**src/rtl/snn_inference_scheduler.sv**
```systemverilog
// Inference sequencer for a spiking classifier: clears the network, runs it
// for WINDOW timesteps while counting output-layer spikes per class, then
// scans the counts one class per cycle to pick the winner (lowest index wins
// ties) and presents the result with a valid/ready handshake.
module snn_inference_scheduler #(
   parameter int NUM_CLASSES = 10,
   parameter int WINDOW      = 64,
   parameter int CNT_W       = 8
) (
   input  logic                   clk_i,
   input  logic                   rst_i,
   input  logic                   start_i,
   input  logic                   abort_i,
   input  logic [NUM_CLASSES-1:0] spike_i,
   output logic                   net_clear_o,
   output logic                   net_en_o,
   output logic                   busy_o,
   output logic                   result_valid_o,
   input  logic                   result_ready_i,
   output logic [3:0]             result_class_o,
   output logic [CNT_W-1:0]       result_count_o,
   output logic                   result_tie_o
);

   localparam int TW = $clog2(WINDOW + 1);
   localparam logic [TW-1:0] LAST_T = TW'(WINDOW - 1);
   localparam logic [3:0]    LAST_K = 4'(NUM_CLASSES - 1);

   typedef enum logic [2:0] {
      S_IDLE,
      S_CLEAR,
      S_RUN,
      S_SCAN,
      S_DONE
   } state_t;

   state_t state, state_nx;

   logic [TW-1:0]    t_cnt;
   logic [3:0]       scan_k;
   logic [CNT_W-1:0] cnt [NUM_CLASSES];
   logic [CNT_W-1:0] best;
   logic [3:0]       idx;
   logic             tie;
   logic [CNT_W-1:0] scan_val;
   logic             run_last;
   logic             scan_last;

   assign run_last  = (t_cnt == LAST_T);
   assign scan_last = (scan_k == LAST_K);

   // Select the count of the class currently under examination
   always_comb begin
      scan_val = '0;
      for (int unsigned k = 0; k < NUM_CLASSES; k++) begin
         if (scan_k == 4'(k)) scan_val = cnt[k];
      end
   end

   // State register
   always_ff @(posedge clk_i) begin
      if (rst_i) state <= S_IDLE;
      else       state <= state_nx;
   end

   // Next-state and control outputs; abort beats start and the DONE handshake
   always_comb begin
      state_nx    = state;
      net_clear_o = 1'b0;
      net_en_o    = 1'b0;
      busy_o      = 1'b1;
      unique case (state)
         S_IDLE: begin
            busy_o = 1'b0;
            if (start_i && !abort_i) state_nx = S_CLEAR;
         end
         S_CLEAR: begin
            net_clear_o = 1'b1;
            state_nx    = abort_i ? S_IDLE : S_RUN;
         end
         S_RUN: begin
            net_en_o = 1'b1;
            if (abort_i)       state_nx = S_IDLE;
            else if (run_last) state_nx = S_SCAN;
         end
         S_SCAN: begin
            if (abort_i)        state_nx = S_IDLE;
            else if (scan_last) state_nx = S_DONE;
         end
         S_DONE: begin
            if (abort_i || result_ready_i) state_nx = S_IDLE;
         end
         default: state_nx = S_IDLE;
      endcase
   end

   // Result outputs are forced to zero whenever no result is on offer
   always_comb begin
      result_valid_o = (state == S_DONE);
      result_class_o = result_valid_o ? idx  : '0;
      result_count_o = result_valid_o ? best : '0;
      result_tie_o   = result_valid_o ? tie  : 1'b0;
   end

   // Timestep counter, saturating spike counters and the argmax scan
   always_ff @(posedge clk_i) begin
      if (rst_i) begin
         t_cnt  <= '0;
         scan_k <= '0;
         best   <= '0;
         idx    <= '0;
         tie    <= 1'b0;
         for (int unsigned k = 0; k < NUM_CLASSES; k++) cnt[k] <= '0;
      end else begin
         unique case (state)
            S_CLEAR: begin
               t_cnt  <= '0;
               scan_k <= '0;
               for (int unsigned k = 0; k < NUM_CLASSES; k++) cnt[k] <= '0;
            end
            S_RUN: begin
               t_cnt <= t_cnt + TW'(1);
               for (int unsigned k = 0; k < NUM_CLASSES; k++) begin
                  if (spike_i[k] && (cnt[k] != '1)) cnt[k] <= cnt[k] + CNT_W'(1);
               end
            end
            S_SCAN: begin
               scan_k <= scan_k + 4'd1;
               if (scan_k == 4'd0) begin
                  best <= scan_val;
                  idx  <= 4'd0;
                  tie  <= 1'b0;
               end else if (scan_val > best) begin
                  best <= scan_val;
                  idx  <= scan_k;
                  tie  <= 1'b0;
               end else if (scan_val == best) begin
                  tie  <= 1'b1;
               end
            end
            default: ;
         endcase
      end
   end

endmodule

```
**config.mk**
```make
export PLATFORM = sky130hd
export DESIGN_NAME = snn_inference_scheduler
export DESIGN_NICKNAME = d
export VERILOG_FILES = /design/src/rtl/snn_inference_scheduler.sv
export SDC_FILE = /design/constraint.sdc
export NUM_CORES = 1
export LEC_CHECK = 0
export ABC_AREA = 1
export BUFFER_PORTS_ARGS = -buffer_cell sky130_fd_sc_hd__buf_4
export CAP_MARGIN = 20
export CORE_AREA = 2 2 156 158
export CTS_CLUSTER_SIZE = 12
export DETAILED_ROUTE_END_ITERATION = 10
export DIE_AREA = 0 0 158 160
export PLACE_DENSITY = 0.41
export SLEW_MARGIN = 20
export SYNTH_ARGS = -nofsm -noshare
export SYNTH_HDL_FRONTEND = slang
export SYNTH_SLANG_ARGS = --single-unit
```
**constraint.sdc**
```tcl
create_clock -name clk_i -period 6.3 [get_ports clk_i]
set_clock_uncertainty 0.2 [all_clocks]
set_input_delay 1.575 -clock clk_i [delete_from_list [all_inputs] [get_ports clk_i]]
set_output_delay 1.575 -clock clk_i [all_outputs]
set_load 0.05 [all_outputs]
```
After elaboration in Yosys (flattened, before gate mapping)

Memory sizes are Yosys's and may differ from the RTL's.
Cells that the tools add are included.

Add/sub/neg operators: 12
$lt $le $gt $ge: 1
Eq/ne operators: 29
Muxes and demuxes: 97
Bitwise gates (word level): 20
Reductions and logical operators: 22

Operators by type and width:

| operator                                                        | number |
|---|---|
| 8-bit two-way mux                                               | 33 |
| 8-bit by 1-bit adder with 8-bit output, second input constant   | 10 |
| 8-bit != test, second input constant                            | 10 |
| 1-bit two-way mux                                               | 51 |
| 1-bit bitwise OR                                                | 20 |
| 3-bit two-way mux                                               | 6 |
| 4-bit by 3-bit == test with 1-bit output, second input constant | 4 |
| 3-bit one-hot mux with 5 select lines                           | 1 |
| 7-bit one-hot mux with 2 select lines                           | 1 |
| 4-bit two-way mux                                               | 3 |
| 1-bit logical AND                                               | 11 |
| 4-bit by 2-bit == test with 1-bit output, second input constant | 2 |
| 4-bit == test, second input constant                            | 2 |
| 8-bit == test                                                   | 1 |
| 8-bit > comparator                                              | 1 |
| 4-bit one-hot mux with 2 select lines                           | 1 |
| 7-bit by 1-bit adder with 7-bit output, second input constant   | 1 |
| 7-bit by 6-bit == test with 1-bit output, second input constant | 1 |
| 3-bit by 2-bit == test with 1-bit output, second input constant | 2 |
| 3-bit != test, second input constant                            | 2 |
| 2-bit nonzero test                                              | 3 |
| 4-bit by 1-bit adder with 4-bit output, second input constant   | 1 |
| 4-bit by 1-bit == test with 1-bit output, second input constant | 1 |
| 4-bit zero test                                                 | 1 |
| other kinds (11)                                                | 12 |

Register bits: 27
RAM bits: 80
Logic and storage cells: 188
Memories kept: 1

Memories:

| memory | depth | width | rd ports | clocked after Yosys merged registers in | write ports | line | text |
|---|---|---|---|---|---|---|---|
| cnt    | 10    | 8     | 10       | 0                                       | 10          | 41   | `logic [CNT_W-1:0] cnt [NUM_CLASSES];` |

Depth between registers and ports, before layout

Word-level depth: 15
Depth in mapped cells: 27
Depth with buffers taken out: 25

Worst setup path before layout

No wires, ideal clock.

Kind: flip-flop to output port
From: register state[2]
To: output port result_class_o[0]
Arrival: 2733 ps
Path slack: 1792 ps
Stages on the path, launching flop included: 6
Buffers on the path: 1
Cells stage by stage: dfxtp_1 -> inv_1 -> nor3_1 -> inv_1 -> clkbuf_1 -> nor2_1

Cells in the longest elaborated chain, start to end: 2

Ends and longest elaborated chain:

| element                  | line | text |
|---|---|---|
| from (decl)              | 37   | `state_t state, state_nx;` |
| from (signal assigned)   | 63   | `else state <= state_nx;` |
| 3-bit == test            | 99   | `result_valid_o = (state == S_DONE);` |
| named net result_valid_o | 18   | `output logic result_valid_o,` |
| 4-bit two-way mux        | 100  | `result_class_o = result_valid_o ? idx : '0;` |
| to (decl)                | 20   | `output logic [3:0] result_class_o,` |

The timed path passes the listed nets, and every way through them passes these cells.

Worst setup path in the final report

From: register scan_k[1]
To: register idx[2]

Cells in the longest elaborated chain, start to end: 14
Elaborated cells between the ends (all ways): 24
Classes of those cells: order compare: 1; eq/ne: 9; mux: 11; reduce/logical: 3

Ends and longest elaborated chain:

| element                         | line | text |
|---|---|---|
| from (decl)                     | 40   | `logic [3:0] scan_k;` |
| from (signal assigned)          | 128  | `scan_k <= scan_k + 4'd1;` |
| 4-bit zero test                 | 56   | `if (scan_k == 4'(k)) scan_val = cnt[k];` |
| 8-bit two-way mux (9 in a row)  | 56   |  |
| 8-bit two-way mux *             | 56   |  |
| named net scan_val[2]           | 45   | `logic [CNT_W-1:0] scan_val;` |
| 8-bit > comparator *            | 133  | `end else if (scan_val > best) begin` |
| 2-bit nonzero test (no line) *  | --   |  |
| 2-bit AND reduction (no line) * | --   |  |
| to (signal assigned)            | 135  | `idx <= scan_k;` |
| to (decl)                       | 43   | `logic [3:0] idx;` |

Mark *: on every way through the listed nets, which the timed path passes. The rest lies on a longest branch.
A chain may end at the register's enable or synchronous reset.

==> results.ini <==
[clocking]
postCtsSetupRepairBufs=0
clock_path_buffers=2
cts-resized-gates=0
cts_max_level=3
tritoncts=done
hold_buffers=0
clk_latency_ps=360
clkSinkCount=107
root_buffer=clkbuf_16
cts_buffers=9
clk_pin_slew_ps=80

[synthesis]
yosys-top-cells-count=nand2_1 (191), inv_1 (154), nor2_1 (115)
synth_top_family_by_area=simple AND/OR/NAND/NOR gates
seq_area_frac_synth=0.436
yosysTopAreaCell=edfxtp_1
synthFlopType=edfxtp_1
synth-edff-count=80
ys_warn_count=0
synth_cell_types=43
netlist_area_um2=6740
synth.area.mux_share=0
synth_area_leaders=edfxtp_1 (36%), nand2_1 (11%), inv_1 (8.6%)
synth_top_area_frac=0.356
yosysMostFrequentCell=nand2_1
synth_xor_area_frac=0.0312
yosys_register_bits=107
syn_inst=867
synth-simple-area-share=0.315
synth_area_per_cell_um2=7.78
syn-num-nets=905
synthArstFlopShare=0
synth_compound_area_frac=0.0709
synth_fa_ha_area_frac=0.0427

[global_route]
grt_pass1_wl_um=26900
antenna_found_initial=0
grt_max_degree=28
grt_pass1_vias=5323
overflow=0
grtUsageTotal=0.135

[cells_and_area]
drive_above_1_share=0.0801
stdcell_area_um2=7550
nFillCells=2603
regArea_um2=2940
fin_nets=932
final_util=0.317
syn2layout_area_growth_pct=11.9
multi_input_area_um2=3100
diodes=0

[detailed_routing]
wirelength_um=16300
initialDrtViolationCount=263
vias=5430
vias_per_cell=4.44
drtAntennaViolNets=0
drc=0
wl_per_cell_um=13.4
firstDrtPassIters=5

[worst_hold_path]
hold_end=tie$_SDFFE_PP0P_
hold_path_class=register to register
min_path_cells=2
min_from=tie$_SDFFE_PP0P_

[critical_path]
start_kind=register
reg2reg_to=idx[2]$_SDFFE_PP0P_
reg2reg_slack_ps=1950
arrival_ps=4440
reg2regPathDepth=23
critPathKind=register to register
r2r_start=scan_k[1]$_SDFFE_PP0P_
cp_max_fo=18
cp.required_ps=6390
critPathCaptureType=register

[place]
io_buffers=31
gp_congestion=0.764
place_area_um2=7280
dp_hpwl_um=12500
place_ws_ps=1910

[sta]
worst_pin_slew_ps=885
min_period_ps=4350
hold_violations=0
setup_viol=0
tns_ps=0
min_period_over_period=0.691
timing.fmax_mhz=230
maxSlewHeadroom=0.408
rsz0062_at_grt=false
slew_viol_final=0
worst_slack_ps=1950

[flow_run]
cap_violations=0

[power]
power_mw=1.92
leakagePower_nw=3.11
p_per_area_nw_per_um2=254
vdd_drop_max_mv=0.128

[status]
status=complete, no violations

[die]
core_um2=23800
initial_core_util=0.283
die_h_um=160
dieArea_um2=25300
ioPinCount=32
std_cell_rows=57
die_x_um=158

[critical path, stage by stage, from the launching register on]
cell and delay (ps):
dfxtp_1 360, inv_1 100, ha_1 540, nand3_2 280, inv_1 250, nor2_1 80
nand2_1 70, nand2_1 50, nand3_1 80, nand3_1 140, nand2_1 100, inv_1 40
ha_1 270, nand2_1 50, inv_1 60, nand2_1 50, nand2_1 60, a21o_1 110
nand2_1 50, nand2_1 50, nand2_1 250, nor2_1 780, nand2_1 170, o21ai_0 110
[layout make-up]
class	count	share of cell area
well taps	324	0.0537
clock buffers	11	0.0308
clock inverters	5	0.00514
flip-flops and latches	107	0.390
multi-input cells	586	0.410
inverters	159	0.0794
repair buffers	31	0.0308
[worst max-delay path by stage]
| stage | startpoint | to | slack (ps) | depth (start not counted) |
|---|---|---|---|---|
| after global placement | scan_k[1]$_SDFFE_PP0P_ | idx[2]$_SDFFE_PP0P_ | 1870 | 23 |
| final | scan_k[1]$_SDFFE_PP0P_ | idx[2]$_SDFFE_PP0P_ | 1950 | 23 |
| after global routing | scan_k[1]$_SDFFE_PP0P_ | idx[2]$_SDFFE_PP0P_ | 1410 | 21 |
| after CTS | scan_k[1]$_SDFFE_PP0P_ | idx[2]$_SDFFE_PP0P_ | 1870 | 23 |
| after floorplan | state[2]$_SDFFE_PP0P_ | result_class_o[0] | 1790 | 5 |
| after detailed placement | scan_k[1]$_SDFFE_PP0P_ | idx[2]$_SDFFE_PP0P_ | 1910 | 23 |
[registers in the layout, summed over array words and instances, names as in the netlist]
| signal | count |
|---|---|
| scan_k | 4 |
| idx | 4 |
| t_cnt | 7 |
| best | 8 |
| cnt | 80 |
| tie | 1 |
| state | 3 |
[layer usage]
metal	part of all wire	track usage	wire (um)
met5	0	0	0
met2	0.46	0.222	7550
met3	0.027	0.0228	439
met4	0.012	0.0352	203
met1	0.50	0.185	8140
[power by group]
part	total, mW	internal [mW]	switching, mW
sequential	0.958	0.874	0.0845
combinational	0.416	0.127	0.289
clock	0.546	0.272	0.274
total	1.92	1.27	0.648
[cell families after synthesis]
family | Yosys count
compound gates | 78
xor+xnor | 24
simple gates | 461
buf+inv | 174
flops | 107
fa+ha+maj | 23
[through the flow]
| stage | hold slack, ps | cells |
|---|---|---|
| after floorplan | 232 | 867 |
| after global placement | 256 | 1207 |
| after detailed placement | 259 | 1207 |
| after CTS | 270 | 1223 |
| after global routing | 297 | 1223 |
| final | 275 | 1223 |
[cell usage in the layout, fill, tap and decap left out, types with 2 or more instances in the layout]
master	netlist	layout
nand2_1	191	191
inv_1	154	154
nor2_1	115	115
nand3_1	81	81
edfxtp_1	80	80
buf_4	3	31
a21oi_1	29	29
o21ai_0	27	27
dfxtp_1	27	27
nor3_1	24	24
ha_1	23	23
xor2_1	19	19
nand4_1	11	11
nor3b_1	11	11
clkbuf_16	0	9
nand3_4	5	5
nor4_1	5	5
xnor2_1	5	5
inv_2	4	4
nor3b_2	4	4
a31oi_1	4	4
nor2_4	3	3
nand3b_1	3	3
or2_2	3	3
a21boi_1	3	3
a211oi_1	3	3
nand3_2	2	2
o311ai_4	2	2
o21bai_1	2	2
a21o_1	2	2
clkinv_4	0	2
clkbuf_1	5	2
Note: power is estimated with default switching activity, not from simulation.
